**src/rtl/mem_arbiter.sv**
```systemverilog
// mem_arbiter
//   Arbitrates a processor (cpu_*) and a host/loader (host_*) requester onto
//   one single-port synchronous memory. One transfer is accepted per cycle,
//   and the memory pipeline is fully pipelined. The host can starve-escape
//   after HOST_WAIT_MAX lost cycles. It can also take exclusive ownership
//   with host_hold: the arbiter drains in-flight work first, then locks the
//   cpu out.
//
// Ports
//   clk_50MHz, reset_n               clock (rising edge), async active-low reset
//   cpu_req/we/addr/wdata            cpu request, held stable until cpu_gnt
//   cpu_gnt                          one-cycle accept pulse (combinational)
//   cpu_rvalid/cpu_rdata             read-return pulse and held read data
//   cpu_stall                        cpu is locked out (DRAIN or HOST_OWN)
//   host_req/we/addr/wdata           host request, same handshake as cpu
//   host_gnt/host_rvalid/host_rdata  host accept, read-return pulse, read data
//   host_hold                        host asks for exclusive ownership
//   mem_addr/mem_data/mem_wren       registered memory drive
//   mem_q                            memory read data, one cycle after mem_addr
module mem_arbiter #(
  parameter int ADDR_W        = 8,
  parameter int DATA_W        = 16,
  parameter int HOST_WAIT_MAX = 4
) (
  input  logic              clk_50MHz,
  input  logic              reset_n,
  input  logic              cpu_req,
  input  logic              cpu_we,
  input  logic [ADDR_W-1:0] cpu_addr,
  input  logic [DATA_W-1:0] cpu_wdata,
  output logic              cpu_gnt,
  output logic              cpu_rvalid,
  output logic [DATA_W-1:0] cpu_rdata,
  output logic              cpu_stall,
  input  logic              host_req,
  input  logic              host_we,
  input  logic [ADDR_W-1:0] host_addr,
  input  logic [DATA_W-1:0] host_wdata,
  input  logic              host_hold,
  output logic              host_gnt,
  output logic              host_rvalid,
  output logic [DATA_W-1:0] host_rdata,
  output logic [ADDR_W-1:0] mem_addr,
  output logic [DATA_W-1:0] mem_data,
  output logic              mem_wren,
  input  logic [DATA_W-1:0] mem_q
);

  localparam int SW = (HOST_WAIT_MAX < 1) ? 1 : $clog2(HOST_WAIT_MAX + 1);
  localparam logic [SW-1:0] WAIT_MAX = SW'(HOST_WAIT_MAX);

  typedef enum logic [1:0] {
    ST_SHARED,
    ST_DRAIN,
    ST_HOST_OWN
  } state_t;

  state_t            state;
  state_t            state_next;
  logic [SW-1:0]     starve_cnt;
  logic              s1_valid, s1_read, s1_host;
  logic              s2_valid, s2_read, s2_host;
  logic              pipe_empty;
  logic              accept;
  logic              sel_we;
  logic [ADDR_W-1:0] sel_addr;
  logic [DATA_W-1:0] sel_wdata;

  assign pipe_empty = !s1_valid && !s2_valid;
  assign accept     = cpu_gnt || host_gnt;
  assign sel_we     = host_gnt ? host_we    : cpu_we;
  assign sel_addr   = host_gnt ? host_addr  : cpu_addr;
  assign sel_wdata  = host_gnt ? host_wdata : cpu_wdata;

  // Grants are combinational, so a request is accepted in the cycle it is
  // presented. They are forced low while reset_n is asserted, so that every
  // output reads 0 during reset even if a requester keeps its req high.
  always_comb begin
    state_next = state;
    cpu_gnt    = 1'b0;
    host_gnt   = 1'b0;
    cpu_stall  = (state != ST_SHARED);
    case (state)
      ST_SHARED: begin
        if (host_hold) state_next = ST_DRAIN;
        if (host_req && (!cpu_req || starve_cnt == WAIT_MAX)) host_gnt = 1'b1;
        else                                                 cpu_gnt  = cpu_req;
      end
      ST_DRAIN: begin
        host_gnt = host_req;
        if (!host_hold)      state_next = ST_SHARED;
        else if (pipe_empty) state_next = ST_HOST_OWN;
      end
      ST_HOST_OWN: begin
        host_gnt = host_req;
        if (!host_hold) state_next = ST_SHARED;
      end
      default: state_next = ST_SHARED;
    endcase
    if (!reset_n) begin
      cpu_gnt  = 1'b0;
      host_gnt = 1'b0;
    end
  end

  always_ff @(posedge clk_50MHz or negedge reset_n) begin
    if (!reset_n) state <= ST_SHARED;
    else          state <= state_next;
  end

  // The starve count only advances while the host is actually waiting. It
  // saturates so that the host keeps priority until it is served.
  always_ff @(posedge clk_50MHz or negedge reset_n) begin
    if (!reset_n)                        starve_cnt <= '0;
    else if (host_gnt || !host_req)      starve_cnt <= '0;
    else if (starve_cnt != WAIT_MAX)     starve_cnt <= starve_cnt + SW'(1);
  end

  // Memory drive and the two-stage in-flight tracker. Stage 1 is the cycle
  // the memory samples mem_addr. Stage 2 is the cycle mem_q carries the
  // read result.
  always_ff @(posedge clk_50MHz or negedge reset_n) begin
    if (!reset_n) begin
      mem_addr <= '0;
      mem_data <= '0;
      mem_wren <= 1'b0;
      s1_valid <= 1'b0;
      s1_read  <= 1'b0;
      s1_host  <= 1'b0;
      s2_valid <= 1'b0;
      s2_read  <= 1'b0;
      s2_host  <= 1'b0;
    end else begin
      if (accept) begin
        mem_addr <= sel_addr;
        mem_data <= sel_wdata;
      end
      mem_wren <= accept && sel_we;
      s1_valid <= accept;
      s1_read  <= accept && !sel_we;
      s1_host  <= host_gnt;
      s2_valid <= s1_valid;
      s2_read  <= s1_read;
      s2_host  <= s1_host;
    end
  end

  // Read return: the owner's rdata captures mem_q while stage 2 holds its
  // read. The data is then held until that owner's next read completes.
  always_ff @(posedge clk_50MHz or negedge reset_n) begin
    if (!reset_n) begin
      cpu_rvalid  <= 1'b0;
      cpu_rdata   <= '0;
      host_rvalid <= 1'b0;
      host_rdata  <= '0;
    end else begin
      cpu_rvalid  <= s2_valid && s2_read && !s2_host;
      host_rvalid <= s2_valid && s2_read && s2_host;
      if (s2_valid && s2_read && !s2_host) cpu_rdata  <= mem_q;
      if (s2_valid && s2_read && s2_host)  host_rdata <= mem_q;
    end
  end

endmodule

```
**config.mk**
```make
export PLATFORM = sky130hd
export DESIGN_NAME = mem_arbiter
export DESIGN_NICKNAME = d
export VERILOG_FILES = /design/src/rtl/mem_arbiter.sv
export SDC_FILE = /design/constraint.sdc
export NUM_CORES = 1
export LEC_CHECK = 0
export ABC_AREA = 1
export CAP_MARGIN = 15
export CELL_PAD_IN_SITES_DETAIL_PLACEMENT = 0
export CELL_PAD_IN_SITES_GLOBAL_PLACEMENT = 1
export CORE_MARGIN = 4
export CORE_UTILIZATION = 33
export CTS_CLUSTER_SIZE = 25
export DETAILED_ROUTE_END_ITERATION = 10
export GPL_ROUTABILITY_DRIVEN = 0
export PLACE_DENSITY = 0.87
export REMOVE_ABC_BUFFERS = 1
export SLEW_MARGIN = 20
export SYNTH_ARGS = -nofsm -noshare
export SYNTH_HDL_FRONTEND = slang
export SYNTH_SLANG_ARGS = --single-unit
```
**constraint.sdc**
```tcl
create_clock -name clk_50MHz -period 3.35 [get_ports clk_50MHz]
set_input_delay 0.8375 -clock clk_50MHz [delete_from_list [all_inputs] [get_ports clk_50MHz]]
set_output_delay 0.8375 -clock clk_50MHz [all_outputs]
set_load 0.02 [all_outputs]
```
Word level (Yosys, flattened, before mapping)
Index checks and enable logic that the tools add are counted.
W data, S select, Z words.

word-level totals
  output and inout port bits = 62
  memory bits (writable) = 0
  bits in latches = 0
  memories = 0
  register bits after elaboration = 70
  ROM bits = 0

cells by class
  $lt $le $gt $ge = 0
  equal/unequal tests = 7
  divide/modulo/power cells = 0
  add/sub/neg operators = 1
  shift operators = 0
  bitwise logic cells = 0
  mux-type cells = 16
  reduce and logical (&&, ||, !) cells = 21
  multipliers = 0

operator list
  operator               number
  $mux W16               1
  $mux W2                4
  $mux W8                1
  $logic_and A1 B1 Y1    7
  $logic_not A1 Y1       6
  $mux W1                6
  $mux W3                2
  $ne A3 B3 Y1 const B   2
  $pmux W2 S3            1
  $ne A2 B2 Y1 const B   2
  $reduce_bool A2 Y1     2
  $add A3 B1 Y3 const B  1
  $eq A3 B3 Y1 const B   1
  $logic_or A1 B1 Y1     3
  $reduce_and A3 Y1      1
  $eq A2 B1 Y1 const B   1
  $eq A2 B2 Y1 const B   1
  $logic_not A2 Y1       1
  $pmux W1 S2            1
  $reduce_or A2 Y1       1

Logic depth before layout (Yosys ltp)
Gate-level depths: netlist of run 1.

  depth in word-level cells = 9
  mapped depth = 11
  gate-level depth less buffers = 10

Worst setup path after synthesis of run 1
Ideal clock, no wire load.

  path type = input to output
  start point = input port reset_n
  end point = output port host_gnt
  stages = 5
  required time = 2.513 ns
  arrival time = 1.693 ns
  path buffers = 1
  slack = 0.820 ns
  cell sequence = inv_1 nor3b_4 nand2_2 buf_2 inv_1

between the ends
  word-level cells in the longest chain between the ends = 1

ends and longest elaborated chain
  item         line  source
  from (decl)  26    input logic reset_n,
  $mux W1      100   if (!reset_n) begin
  to (decl)    40    output logic host_gnt,

Every way passes these cells.

Final worst setup path of run 1
  start point = input port host_req
  end point = output port host_gnt

between the ends
  word-level cells in the longest chain between the ends = 4

ends and longest elaborated chain
  item                 line  source
  from (decl)          35    input logic host_req,
  $logic_and A1 B1 Y1  86    if (host_req && (!cpu_req || starve_cnt == WAIT_MAX)) host_gnt = 1'b1;
  $mux W1              86
  $pmux W1 S2 (*)      83    case (state)
  $mux W1 (*)          100

Mark *: on every way between the ends. The rest lies on a longest branch, timed or not.

==> results.sh, run 1 <==
export IMPL_fp_dieH_um=107
export IMPL_clk_pin_slew_worst_paths_ps=80
export IMPL_start_util_pct=34.3
export IMPL_yosysWarnings=0
export IMPL_hold_class="reg -> reg"
export IMPL_syn2layout_area_growth_pct=51.4
export IMPL_crit_buf_inv=3
export IMPL_fin_tns_setup_ps=0
export IMPL_fmax_mhz=318
export IMPL_diodes=0
export IMPL_num_rows=35
export IMPL_synth_edff_count=0
export IMPL_rr_worst_depth=10
export IMPL_grt_pass1_wl_um=14100
export IMPL_wire_per_inst_um=13.5
export IMPL_worstSetupPathType="in -> out"
export IMPL_crit_slowest_cell="clkdlybuf4s50_1"
export IMPL_ys_types=18
export IMPL_max_stage_delay_ps=600
export IMPL_setup_violations=0
export IMPL_cts_made_buffers=9
export IMPL_synth_async_reset_ratio_pct=100
export IMPL_clkSinkCount=70
export IMPL_cap_violations=0
export IMPL_status="complete, no violations"
export IMPL_cts_tree="done"
export IMPL_grt_max_degree=71
export IMPL_antenna_found_initial=0
export IMPL_yosys_area_top_type="dfrtp_1"
export IMPL_hold_path_cell_count=0
export IMPL_end_kind="primary output"
export IMPL_vias=2945
export IMPL_track_usage_pct=15.5
export IMPL_antenna_left=0
export IMPL_core_um2=9370
export IMPL_crit_cells=5
export IMPL_path_max_fanout=3
export IMPL_drc=0
export IMPL_cts_resized_gates=0
export IMPL_dpl_hpwl_um=6060
export IMPL_htree_levels=3
export IMPL_insertion_delay_ps=340
export IMPL_syn_area_per_cell_um2=8.55
export IMPL_path_cells="clkdlybuf4s50_1, nor3b_4, nand2_2, inv_1, clkdlybuf4s50_1"
export IMPL_worst_pin_slew_ps=863
export IMPL_drive_gt1_share_pct=6.07
export IMPL_dieWidth_um=107
export IMPL_rsz0062_at_grt="false"
export IMPL_period_minus_slack_ps=3140
export IMPL_synth_commonest_cells="nand2_1 (119), dfrtp_1 (70), nand3_1 (55)"
export IMPL_fin_crit_sh_pct=93.8
export IMPL_syn_area_um2=3210
export IMPL_avgViaCountPerCell=4.60
export IMPL_crit_family="buffers and inverters"
export IMPL_fin_skew_ps=9.65
export IMPL_final_cell_area_um2=4870
export IMPL_io_buffers=132
export IMPL_stdcell_count=640
export IMPL_hold_violations=0
export IMPL_cpMostUsedCell="clkdlybuf4s50_1"
export IMPL_yosysMostFrequentCell="nand2_1"
export IMPL_yosys_register_bits=70
export IMPL_post_synth_top_area_fraction_pct=54.5
export IMPL_n_fill_cell=909
export IMPL_drt_first_pass_iters=4
export IMPL_clk_path_buf_depth=2
export IMPL_grt_pass1_vias=2830
export IMPL_cp_arrival_ps=2300
export IMPL_crit_path_start_kind="input port"
export IMPL_ys_flop_type="dfrtp_1"
export IMPL_fp_dieArea_um2=11400
export IMPL_yosys_top_cells_area="dfrtp_1 (55%), nand2_1 (14%), nand3_1 (8.6%)"
export IMPL_p_per_area_nw_per_um2=868
export IMPL_wl_um=8640
export IMPL_slew_headroom_pct=42.4
export IMPL_cts_setup_buffers=0
export IMPL_placed_cells=624
export IMPL_root_buffer="clkbuf_8"
export IMPL_p_leak_nw=2.37
export IMPL_vdd_drop_max_v=0.000313
export IMPL_syn_inst=376
export IMPL_grt_ovfl_total=0
export IMPL_io_pins=133
export IMPL_postPlaceCellArea_um2=4660
export IMPL_final_max_slew_viol_count=0
export IMPL_hold_buffers=0
export IMPL_setup_slack_ps=208
export IMPL_yosysSeqAreaShare_pct=54.5
export IMPL_drt_initial_drc_count=101
export IMPL_cp_required_ps=2510
export IMPL_dp_slack_ps=196
export IMPL_final_nets=583
-- layout make-up --
| class | instances | area [um2] | share of cell area [%] |
|---|---|---|---|
| Timing Repair Buffer | 140 | 1380 | 28.3 |
| Tap cell | 129 | 161 | 3.32 |
| Inverter | 33 | 124 | 2.55 |
| Multi-Input combinational cell | 252 | 1250 | 25.8 |
| Clock inverter | 6 | 70.1 | 1.44 |
| Sequential cell | 70 | 1750 | 36.0 |
| Clock buffer | 10 | 128 | 2.62 |
-- through the flow --
stage | total power, W | util (%) | hold WS [ps]
after floorplan | 0.00251 | - | 331
after global placement | 0.00354 | 49.7 | 335
after detailed placement | 0.00357 | 49.7 | 337
after CTS | 0.00428 | 51.8 | 359
after global routing | 0.00455 | 51.9 | 368
final | 0.00422 | 51.9 | 357
-- sequential cells by signal, indices dropped and copies added, names as in the netlist, 2 cells and up --
signal / count
cpu_rdata: 16
host_rdata: 16
mem_addr: 8
mem_data: 16
starve_cnt: 3
state: 2
-- path summary, 6_finish.rpt --
| path | start | to | slack, ps |
|---|---|---|---|
| worst max register to register | starve_cnt[0] | starve_cnt[2] | 1430 |
| worst min-delay path | s1_read | s2_read | 360 |
| max in group asynchronous | reset_n | mem_data[6] | 2050 |
| worst max-delay path | host_req | host_gnt | 210 |
| min in group asynchronous | reset_n | cpu_rvalid | 750 |
| worst min register to register | s1_read | s2_read | 360 |
-- layout by cell type, fill, tap and decap left out, types with 3 or more instances in the layout --
cell type	count
clkinvlp_4	3
nand3_1	53
nand3b_1	24
ha_1	6
o21ai_0	33
dfrtp_1	70
buf_4	8
a21oi_1	3
clkdlybuf4s50_1	131
nand2_1	119
clkbuf_8	9
nand2_2	3
inv_1	33
-- layer usage --
metal  GRT usage (%)  routed length, um  up-vias
met2            21.9               3580      132
met5               0                  0        -
met1            21.0               3930     1325
li1                -                  -     1474
met3            6.32                987       14
met4            6.03                138        0
-- power breakdown --
part           internal (W)  switching, W  leakage (nW)
sequential          0.00122      0.000217         0.820
combinational      0.000947       0.00116          1.46
clock              0.000349      0.000326        0.0895
total               0.00252       0.00171          2.37
-- logic make-up after synthesis --
group | share of synthesized area, %
and+or+nand+nor | 30.1
DFF | 54.5
buffers and inverters | 6.74
AOI/OAI and AO/OA | 6.07
adders and majority gates | 2.34
xor gates and xnor gates | 0.273
(Power assumes the default switching activity.)
==> inputs of run 2 (changes only) <==
--- a/config.mk
+++ b/config.mk
@@ -6,15 +6,17 @@
 export NUM_CORES = 1
 export LEC_CHECK = 0
 export ABC_AREA = 1
+export ABC_CLOCK_PERIOD_IN_PS = 2500
 export CAP_MARGIN = 15
 export CELL_PAD_IN_SITES_DETAIL_PLACEMENT = 0
 export CELL_PAD_IN_SITES_GLOBAL_PLACEMENT = 1
+export CORE_ASPECT_RATIO = 1.2
 export CORE_MARGIN = 4
-export CORE_UTILIZATION = 33
+export CORE_UTILIZATION = 28
 export CTS_CLUSTER_SIZE = 25
 export DETAILED_ROUTE_END_ITERATION = 10
 export GPL_ROUTABILITY_DRIVEN = 0
-export PLACE_DENSITY = 0.87
+export PLACE_DENSITY = 0.79
 export REMOVE_ABC_BUFFERS = 1
 export SLEW_MARGIN = 20
 export SYNTH_ARGS = -nofsm -noshare
==> constraint.sdc (replaced) <==
create_clock -name clk_50MHz -period 2.5 [get_ports clk_50MHz]
set_input_delay 0.625 -clock clk_50MHz [delete_from_list [all_inputs] [get_ports clk_50MHz]]
set_output_delay 0.625 -clock clk_50MHz [all_outputs]
set_load 0.02 [all_outputs]
==> run 2 against run 1 <==
Cell count up 4.4%. Clock power up 120%. Register-to-register slack worse by 830 ps. Setup slack worse by 100 ps. Sequential share of layout area down 1.4 points. Via count down 0.37%. First-iteration DRC count up 9.9%. Non-clock buffer count up 3. Routed wire length up 6.9%. Largest power group unchanged.
==> results.sh, run 2 (same netlist as run 1, synthesis figures left out) <==
export IMPL_dieWidth_um=106
export IMPL_cap_violations=0
export IMPL_antenna_left=0
export IMPL_met1_usage_pct=17.6
export IMPL_fin_tns_setup_ps=0
export IMPL_cp_arrival_ps=1770
export IMPL_fin_skew_ps=4.50
export IMPL_clkSinkCount=70
export IMPL_crit_buf_inv=3
export IMPL_status="complete, no violations"
export IMPL_fmax_mhz=418
export IMPL_clk_pin_slew_worst_paths_ps=60
export IMPL_hold_class="reg -> reg"
export IMPL_slew_headroom_pct=41.5
export IMPL_diodes=0
export IMPL_drt_initial_drc_count=111
export IMPL_drt_first_pass_iters=4
export IMPL_cts_tree="done"
export IMPL_clk_path_buf_depth=2
export IMPL_final_common_cell="clkdlybuf4s50_1"
export IMPL_wire_per_inst_um=13.8
export IMPL_layout_common_cells="clkdlybuf4s50_1 (129), nand2_1 (119), dfrtp_1 (70)"
export IMPL_p_leak_nw=2.46
export IMPL_fp_dieArea_um2=13300
export IMPL_path_cells="clkdlybuf4s50_1, nand2_1, nor2_2, nand2_2, inv_1, clkdlybuf4s15_1"
export IMPL_postPlaceCellArea_um2=4710
export IMPL_drc=0
export IMPL_crit_slowest_cell="clkdlybuf4s50_1"
export IMPL_vdd_drop_max_v=0.000403
export IMPL_worst_pin_slew_ps=878
export IMPL_gr_usage_met2_pct=22.9
export IMPL_final_nets=586
export IMPL_rsz0062_at_grt="false"
export IMPL_num_rows=42
export IMPL_root_buffer="clkbuf_16"
export IMPL_grt_max_degree=71
export IMPL_avgViaCountPerCell=4.39
export IMPL_io_buffers=132
export IMPL_wl_um=9230
export IMPL_total_power_w=0.00625
export IMPL_dp_slack_ps=-197
export IMPL_path_max_fanout=2
export IMPL_grt_ovfl_total=0
export IMPL_worstSetupPathType="in -> out"
export IMPL_max_stage_delay_ps=480
export IMPL_p_per_area_nw_per_um2=1230
export IMPL_final_max_slew_viol_count=0
export IMPL_setup_violations=0
export IMPL_final_cell_area_um2=5070
export IMPL_period_minus_slack_ps=2390
export IMPL_core_um2=11100
export IMPL_track_usage_pct=14.2
export IMPL_drive_gt1_share_pct=6.42
export IMPL_fin_crit_sh_pct=95.7
export IMPL_vias=2934
export IMPL_top_regs="cpu_rdata (16), host_rdata (16), mem_data (16)"
export IMPL_grt_pass1_wl_um=15000
export IMPL_fp_dieH_um=125
export IMPL_hold_buffers=0
export IMPL_htree_levels=3
export IMPL_dpl_hpwl_um=6290
export IMPL_busiest_layer="met2"
export IMPL_cp_required_ps=1880
export IMPL_setup_slack_ps=106
export IMPL_antenna_found_initial=0
export IMPL_whs_ps=344
export IMPL_crit_family="buffers and inverters"
export IMPL_hold_violations=0
export IMPL_start_util_pct=28.8
export IMPL_end_kind="primary output"
export IMPL_cts_made_buffers=9
export IMPL_io_pins=133
export IMPL_insertion_delay_ps=330
export IMPL_grtUsageMet3_pct=4.12
export IMPL_syn2layout_area_growth_pct=57.7
export IMPL_grt_pass1_vias=3047
export IMPL_crit_path_start_kind="input port"
==> run 2: cell count changes in the layout (fill, tap and decap cells not counted), sizes merged <==
cell,previous run,this run
clkinvlp,3,1
inv,35,33
clkdlybuf4s15,0,2
bufinv,1,3
clkbuf,10,11
buf,9,12
clkinv,0,1
clkdlybuf4s50,131,129
==> run 2: per-layer routing <==
layer  vias up  part of all wire, %
li1       1475                    -
met4         0                  2.0
met1      1344                   43
met5         -                    0
met3        10                  7.8
met2       105                   47
==> run 2: area by class of cell <==
| class | count | area, um2 |
|---|---|---|
| Multi-Input combinational cell | 252 | 1250 |
| Inverter | 33 | 124 |
| Clock inverter | 5 | 106 |
| Timing Repair Buffer | 143 | 1400 |
| Sequential cell | 70 | 1750 |
| Tap cell | 154 | 193 |
| Clock buffer | 11 | 243 |
| Fill cell | 1118 | 6070 |
==> run 2: power by group <==
part | internal, W | switching, W
Sequential | 0.00164 | 0.000277
Clock | 0.00100 | 0.000478
Combinational | 0.00128 | 0.00157
==> run 2: per-stage QoR <==
| stage | util, % | instances |
|---|---|---|
| global placement | 42.3 | 652 |
| detailed placement | 42.3 | 652 |
| global route | 45.5 | 668 |
| floorplan | - | 355 |
| finish | 45.5 | 668 |
| CTS | 45.4 | 668 |
==> run 2: path summary, 6_finish.rpt <==
kind	to	startpoint	slack (ps)	cells after the start
max	cpu_gnt	cpu_req	110	6
min	s2_host	s1_host	340	0
max reg2reg	mem_wren	starve_cnt[0]	600	11
min reg2reg	s2_host	s1_host	340	0
max in group asynchronous	cpu_rdata[2]	reset_n	1410	2
min in group asynchronous	cpu_rdata[6]	reset_n	510	2
==> run 2: what timing repair did <==
action / CTS / global route
hold endpoints to repair: 0 / 0
gates cloned: 0 / 0
gates resized for setup: 2 / 3
buffers inserted: 0 / 0
endpoints found under the setup margin: 2 / 2
